$ cat src/rtl/pc_unit_if.sv
// Program-counter unit control/status bundle.
// The master side drives the op stream; the slave side is the PC unit.
interface pc_unit_if #(
    parameter int WIDTH = 32
);
    logic             ena;
    logic [2:0]       op;
    logic [WIDTH-1:0] data_in;
    logic             clr_err;
    logic [WIDTH-1:0] data_out;
    logic             ras_full;
    logic             ras_empty;
    logic             ras_err;
    logic             misalign;

    modport master (
        output ena,
        output op,
        output data_in,
        output clr_err,
        input  data_out,
        input  ras_full,
        input  ras_empty,
        input  ras_err,
        input  misalign
    );

    modport slave (
        input  ena,
        input  op,
        input  data_in,
        input  clr_err,
        output data_out,
        output ras_full,
        output ras_empty,
        output ras_err,
        output misalign
    );
endinterface

$ cat src/rtl/pc_unit.sv
// Program counter with branch/jump/call/return and a circular
// return-address stack that overwrites its oldest entry on overflow.
module pc_unit #(
    parameter int               WIDTH     = 32,
    parameter logic [WIDTH-1:0] RESET_VEC = '0,
    parameter int               STEP      = 4,
    parameter int               RAS_DEPTH = 4
) (
    input logic     clk,
    input logic     rst,
    pc_unit_if.slave bus
);

    localparam int PW = (RAS_DEPTH > 1) ? $clog2(RAS_DEPTH) : 1;
    localparam int CW = PW + 1;

    localparam logic [WIDTH-1:0] STEP_W    = WIDTH'(STEP);
    localparam logic [WIDTH-1:0] STEP_MASK = WIDTH'(STEP - 1);
    localparam logic [CW-1:0]    FULL_CNT  = CW'(RAS_DEPTH);

    typedef enum logic [2:0] {
        OP_SEQ    = 3'd0,
        OP_BRANCH = 3'd1,
        OP_JUMP   = 3'd2,
        OP_CALL   = 3'd3,
        OP_RET    = 3'd4,
        OP_LOAD   = 3'd5
    } op_e;

    logic [WIDTH-1:0] pc;
    logic [WIDTH-1:0] pc_n;
    logic [WIDTH-1:0] pc_seq;
    logic [WIDTH-1:0] stack [RAS_DEPTH];
    logic [PW-1:0]    top;
    logic [PW-1:0]    top_inc;
    logic [CW-1:0]    count;
    logic             err_q;

    logic is_br;
    logic is_jmp;
    logic is_call;
    logic is_ret;
    logic full;
    logic empty;
    logic push;
    logic pop;
    logic err;

    assign pc_seq  = pc + STEP_W;
    assign top_inc = top + PW'(1);
    assign full    = (count == FULL_CNT);
    assign empty   = (count == '0);

    assign is_br   = (bus.op == OP_BRANCH);
    assign is_jmp  = (bus.op == OP_JUMP) || (bus.op == OP_LOAD);
    assign is_call = (bus.op == OP_CALL);
    assign is_ret  = (bus.op == OP_RET);

    // SEQ and the reserved codes share the default path.
    always_comb begin
        pc_n = pc_seq;
        push = 1'b0;
        pop  = 1'b0;
        err  = 1'b0;
        unique case (1'b1)
            is_br: begin
                pc_n = pc + bus.data_in;
            end
            is_jmp: begin
                pc_n = bus.data_in;
            end
            is_call: begin
                pc_n = bus.data_in;
                push = 1'b1;
                err  = full;
            end
            is_ret: begin
                if (empty) begin
                    err = 1'b1;
                end else begin
                    pc_n = stack[top];
                    pop  = 1'b1;
                end
            end
            default: begin
            end
        endcase
    end

    always_ff @(posedge clk or negedge rst) begin
        if (!rst) begin
            pc    <= RESET_VEC;
            top   <= '0;
            count <= '0;
            err_q <= 1'b0;
        end else begin
            if (bus.ena) begin
                pc <= pc_n;
                if (push) begin
                    top <= top_inc;
                    if (!full) count <= count + CW'(1);
                end else if (pop) begin
                    top   <= top - PW'(1);
                    count <= count - CW'(1);
                end
            end
            // A fresh error beats a simultaneous clear.
            if (bus.ena && err) begin
                err_q <= 1'b1;
            end else if (bus.clr_err) begin
                err_q <= 1'b0;
            end
        end
    end

    // Stack storage needs no reset; occupancy is tracked by count.
    always_ff @(posedge clk) begin
        if (bus.ena && push) begin
            stack[top_inc] <= pc_seq;
        end
    end

    assign bus.data_out  = pc;
    assign bus.ras_full  = full;
    assign bus.ras_empty = empty;
    assign bus.ras_err   = err_q;
    assign bus.misalign  = |(pc & STEP_MASK);

endmodule

$ cat src/flat_wrapper.sv
// flat-port wrapper written by rule: the top's interface ports become plain ports
module pc_unit_flat 
#(
    parameter int               WIDTH     = 32,
    parameter logic [WIDTH-1:0] RESET_VEC = '0,
    parameter int               STEP      = 4,
    parameter int               RAS_DEPTH = 4
)
  (clk, rst, bus_ena, bus_op, bus_data_in, bus_clr_err, bus_data_out, bus_ras_full, bus_ras_empty, bus_ras_err, bus_misalign);
  pc_unit_if #(.WIDTH(WIDTH)) bus_i ();
  input logic clk;
  input logic rst;
  input wire logic [$bits(bus_i.ena)-1:0] bus_ena;
  input wire logic [$bits(bus_i.op)-1:0] bus_op;
  input wire logic [$bits(bus_i.data_in)-1:0] bus_data_in;
  input wire logic [$bits(bus_i.clr_err)-1:0] bus_clr_err;
  output wire logic [$bits(bus_i.data_out)-1:0] bus_data_out;
  output wire logic [$bits(bus_i.ras_full)-1:0] bus_ras_full;
  output wire logic [$bits(bus_i.ras_empty)-1:0] bus_ras_empty;
  output wire logic [$bits(bus_i.ras_err)-1:0] bus_ras_err;
  output wire logic [$bits(bus_i.misalign)-1:0] bus_misalign;
  assign bus_i.ena = bus_ena;
  assign bus_i.op = bus_op;
  assign bus_i.data_in = bus_data_in;
  assign bus_i.clr_err = bus_clr_err;
  assign bus_data_out = bus_i.data_out;
  assign bus_ras_full = bus_i.ras_full;
  assign bus_ras_empty = bus_i.ras_empty;
  assign bus_ras_err = bus_i.ras_err;
  assign bus_misalign = bus_i.misalign;
  pc_unit #(.WIDTH(WIDTH), .RESET_VEC(RESET_VEC), .STEP(STEP), .RAS_DEPTH(RAS_DEPTH)) u_core (.clk(clk), .rst(rst), .bus(bus_i));
endmodule
$ cat config.mk
export PLATFORM = sky130hd
export DESIGN_NAME = pc_unit_flat
export DESIGN_NICKNAME = d
export VERILOG_FILES = /design/src/rtl/pc_unit_if.sv /design/src/rtl/pc_unit.sv /design/src/flat_wrapper.sv
export SDC_FILE = /design/constraint.sdc
export NUM_CORES = 1
export LEC_CHECK = 0
export CORE_ASPECT_RATIO = 1.75
export CORE_MARGIN = 5
export CORE_UTILIZATION = 50
export CTS_CLUSTER_DIAMETER = 50
export DETAILED_ROUTE_END_ITERATION = 16
export DONT_BUFFER_PORTS = 1
export SLEW_MARGIN = 20
export SYNTH_ARGS = -nofsm -noshare
export SYNTH_HDL_FRONTEND = slang
export SYNTH_SLANG_ARGS = --single-unit
export TNS_END_PERCENT = 5
$ cat constraint.sdc
create_clock -name clk -period 3.7 [get_ports clk]
set_clock_uncertainty 0.2 [all_clocks]
set_input_delay 0.74 -clock clk [delete_from_list [all_inputs] [get_ports clk]]
set_output_delay 0.74 -clock clk [all_outputs]
set_load 0.01 [all_outputs]
==> impl.org <==
** GRT
- First-pass GRT wire length :: 44.2 mm
- Number of global-route vias before repair :: 7566
- Global routing usage on met2 :: 0.472
- Global-route met3 utilization :: 0.0626
- Gr usage total :: 0.265
- Entering global routing, the biggest net connects 54 pins.
- After global routing the overflow that remains totals 0.
- For met1 alone, demand over resource in global routing was 0.282.
- The number of antenna violations at the first check in global routing is 0.
- The layer flagged by global routing as most heavily used is met2.

** STA
- Final number of setup-violating endpoints :: 0
- The final hold violation count is 0.
- Headroom to the max-slew limit came out at 0.476.
- Max-slew violation total from the final report :: 0
- The worst path in the final design needs a cycle of 3120 ps, including I/O delays and setup.
- Setup repair after global routing left no endpoint under its margin.
- Based on the critical path, the design can be clocked at up to 0.320 GHz.
- Of the available clock period, the critical path in the final layout requires 0.844.
- Post-route setup TNS :: 0 ps
- At the pin with the least slew margin, the transition time is 785 ps.

** Placed design
- Buffers placed on the I/O ports in this run total 0.
- Routability-driven placement finished with a final weighted congestion of 0.927.
- Detailed-placement wirelength estimate :: 20.9 mm

** Floorplanning
- Std-Cell Rows :: 67
- Area of the core :: 19300 µm²
- The floorplan step set the die height to 195 µm.
- For this configuration, the core starts out at a cell density of 0.509.
- Die area :: 22600 µm²
- 75 I/O pins were placed.
- The floorplan step set the die width to 116 µm.

** Drt
- Summing over every cut layer, the via total after detailed routing is 7098.
- 1st-pass router iterations :: 5
- Count of routing violations after the opening detailed-route iteration :: 438
- Remaining number of nets flagged by the antenna check after routing :: 0
- Drc violations :: 0
- Vias per inst :: 6.48
- The routed design has 28.9 mm of wire.
- After detailed routing, the average wire length per cell comes to 26.3 µm.

** Synthesis
- After synthesis the netlist holds a flip-flop and latch count of 166.
- In this run, distinct cell masters in the synthesized netlist total 83.
- Count of warnings emitted by yosys :: 0
- Cell area after synthesis :: 9810 µm²
- Library cell occupying the most area in the post-synthesis netlist :: sky130_fd_sc_hd__edfxtp_1
- Leading cell types by count after synthesis :: 128 x sky130_fd_sc_hd__edfxtp_1, 90 x sky130_fd_sc_hd__nand2_1, 64 x sky130_fd_sc_hd__a21oi_1, 58 x sky130_fd_sc_hd__nor2_1, 38 x sky130_fd_sc_hd__dfrtp_1
- Most frequent cell after synthesis :: sky130_fd_sc_hd__edfxtp_1
- Of the synthesized area, sequential elements account for 0.489.
- In the synthesized netlist the async set-or-reset flop fraction comes to 0.229.
- Syn_area_per_cell :: 11.6 µm²
- The cell count after synthesis came out at 848.
- The share of synthesized area in the top cell type comes to 0.392.
- The number of nets handed over by synthesis was 925.
- Dominant register cell in the synthesized netlist :: sky130_fd_sc_hd__edfxtp_1
- In this run, synthesis inferred 128 flip-flops with an integrated enable.
- Top post-synthesis cells by area :: sky130_fd_sc_hd__edfxtp_1 39%, sky130_fd_sc_hd__dfrtp_1 9.7%, sky130_fd_sc_hd__mux4_2 7.3%

** Clock tree
- Number of H-tree levels :: 4
- Clock buffers created by TritonCTS :: 17
- Clock tree from TritonCTS :: yes
- For the worst-skew pair, the clock arrives at the later sink with an insertion delay of 440 ps.
- Clock transition at the registers of the reported paths :: 70 ps
- The tree built by TritonCTS fans out to 166 sinks.
- Maximum number of buffers from clock root to sink :: 2
- Clock Root Buffer :: sky130_fd_sc_hd__clkbuf_16

** Setup path
- CP Data Required Time :: 3830 ps
- The setup check on the worst reg-to-reg path leaves a slack of 580 ps.
- Critical path startpoint :: u_core.bus.data_out[0]
- Type of element capturing the critical path :: flop
- Crit Path Category :: flop to flop
- STA classifies the critical path startpoint as a flop.
- The endpoint identified for the worst register-to-register timing path is u_core.bus.data_out[28].
- Along the worst path, the maximum fanout reaches 8.
- R2R depth :: 11
- In this run the critical register-to-register path is launched from u_core.bus.data_out[0].
- Signal arrival time at the worst endpoint :: 3260 ps

** Outcome
- The run finished with clean final reports.

** Pwr
- Clock network fraction of total power :: 0.268
- Power spread over the standard cell area amounts to 650 nW/µm².
- Switching power of the nets :: 0.00256 W
- Proportion of power drawn by flip-flops and latches :: 0.386
- Switching Fraction :: 0.369
- The design draws 0.00695 W.
- Combinational cell fraction of total power :: 0.346
- Static leakage :: 3.91 nW
- Internal cell power :: 0.00438 W
- Highest ir drop seen on vdd :: 0.588 mV

** Min path
- The worst hold path begins at bus_clr_err.
- The worst hold path belongs to the class input port to flop.
- Endpoint, Worst Hold :: u_core.bus.ras_err
- Counting instances, the worst hold path has a depth of 1.

** Run
- Across the run, the number of max-cap violations was 0.

** Final layout
- Of the cells placed in the final design, the portion with a size suffix greater than 1 is 0.145.
- Synthesis-to-finish area growth :: 8.90%
- The number of antenna diodes in the final layout is 0.
- Final layout net count :: 918
[kinds of logic after synthesis]
group,Yosys count,synth area share
buf+inv,74,0.0387
mux,40,0.0823
compound gates,227,0.165
simple gates,250,0.128
fa+ha+maj,38,0.0500
xor+xnor,53,0.0473
flops,166,0.489
[per-layer routing]
| metal | up-vias | wire length (µm) |
|---|---|---|
| met3 | 74 | 1700 |
| met1 | 3546 | 10100 |
| li1 | 3251 | - |
| met2 | 227 | 15500 |
| met5 | - | 0 |
| met4 | 0 | 1560 |
[worst max path at each step]
| stage | endpoint | slack [ps] |
|---|---|---|
| 4_1_cts | u_core.bus.data_out[28] | 570 |
| 6_report | u_core.bus.data_out[28] | 580 |
| 2_1_floorplan | u_core.bus.data_out[28] | 700 |
| 5_1_grt | u_core.bus.data_out[28] | 320 |
| 3_3_place_gp | u_core.bus.data_out[28] | 470 |
| 3_5_place_dp | u_core.bus.data_out[28] | 450 |
[worst max-delay path, cell delays in order (launching register included)]
cell	delay, ps
sky130_fd_sc_hd__dfrtp_1	520
sky130_fd_sc_hd__ha_1	220
sky130_fd_sc_hd__inv_1	60
sky130_fd_sc_hd__fa_1	430
sky130_fd_sc_hd__nor2b_2	210
sky130_fd_sc_hd__o31ai_4	100
sky130_fd_sc_hd__a211oi_2	250
sky130_fd_sc_hd__o211ai_1	170
sky130_fd_sc_hd__a31oi_1	290
sky130_fd_sc_hd__o21ai_1	110
sky130_fd_sc_hd__mux2i_1	130
sky130_fd_sc_hd__a221o_1	350
[cell usage in the layout, fill, tap and decap left out, types with 5 or more instances in the layout]
| cell | instances |
|---|---|
| sky130_fd_sc_hd__nor3_1 | 10 |
| sky130_fd_sc_hd__mux4_2 | 32 |
| sky130_fd_sc_hd__mux2i_1 | 6 |
| sky130_fd_sc_hd__ha_1 | 36 |
| sky130_fd_sc_hd__xnor2_1 | 34 |
| sky130_fd_sc_hd__o21ai_0 | 30 |
| sky130_fd_sc_hd__nand2_1 | 90 |
| sky130_fd_sc_hd__nor2_1 | 57 |
| sky130_fd_sc_hd__clkbuf_16 | 17 |
| sky130_fd_sc_hd__xor2_1 | 19 |
| sky130_fd_sc_hd__a211oi_2 | 6 |
| sky130_fd_sc_hd__o21bai_1 | 8 |
| sky130_fd_sc_hd__inv_1 | 23 |
| sky130_fd_sc_hd__and4_1 | 6 |
| sky130_fd_sc_hd__a221oi_1 | 16 |
| sky130_fd_sc_hd__nand4_1 | 14 |
| sky130_fd_sc_hd__dfrtp_1 | 37 |
| sky130_fd_sc_hd__a221o_1 | 10 |
| sky130_fd_sc_hd__a21oi_1 | 64 |
| sky130_fd_sc_hd__a21o_1 | 18 |
| sky130_fd_sc_hd__buf_4 | 19 |
| sky130_fd_sc_hd__a22oi_1 | 5 |
| sky130_fd_sc_hd__nand3_1 | 18 |
| sky130_fd_sc_hd__a31oi_1 | 5 |
| sky130_fd_sc_hd__o21ai_1 | 9 |
| sky130_fd_sc_hd__edfxtp_1 | 128 |
| sky130_fd_sc_hd__inv_6 | 5 |
| sky130_fd_sc_hd__and3_1 | 17 |
[sequential cells by signal (all words and copies together), names as in the netlist]
register	cells
u_core.top	2
u_core.count	3
u_core.stack	128
u_core.bus.ras_err	1
u_core.bus.data_out	32
[layout make-up]
cell class                      count  area, µm²
Clock inverter                     13        159
Inverter                           24       90.1
Clock buffer                       19        453
Fill cell                        1698       8600
Tap cell                          241        302
Sequential cell                   166       4800
Multi-Input combinational cell    608       4640
Timing Repair Buffer               24        240
[power groups by stage]
stage	Clock [W]	Sequential, W	Combinational (W)
finish	0.00186	0.00268	0.00240
global route	0.00196	0.00272	0.00262
CTS	0.00189	0.00269	0.00242
floorplan	0	0.00254	0.00194
detailed placement	0	0.00273	0.00239
global placement	0	0.00271	0.00235
[timing repair]
item,CTS,global route
hold buffers,2,0
gates resized for setup,0,0
endpoints found under the hold margin,38,0
setup buffers,0,0
setup endpoints to repair,0,0
[through the flow]
step                      hold WS, ps  setup slack, ps   util  instances  cell area, µm²
final                             210              576  0.554       1095           10700
after global routing              213              324  0.554       1095           10700
after CTS                         192              573  0.554       1095           10700
after detailed placement          246              447  0.520       1061           10000
after global placement            246              475  0.520       1061           10000
after floorplan                   244              700      -        848            9810
Note: power is estimated with default switching activity, not from simulation.
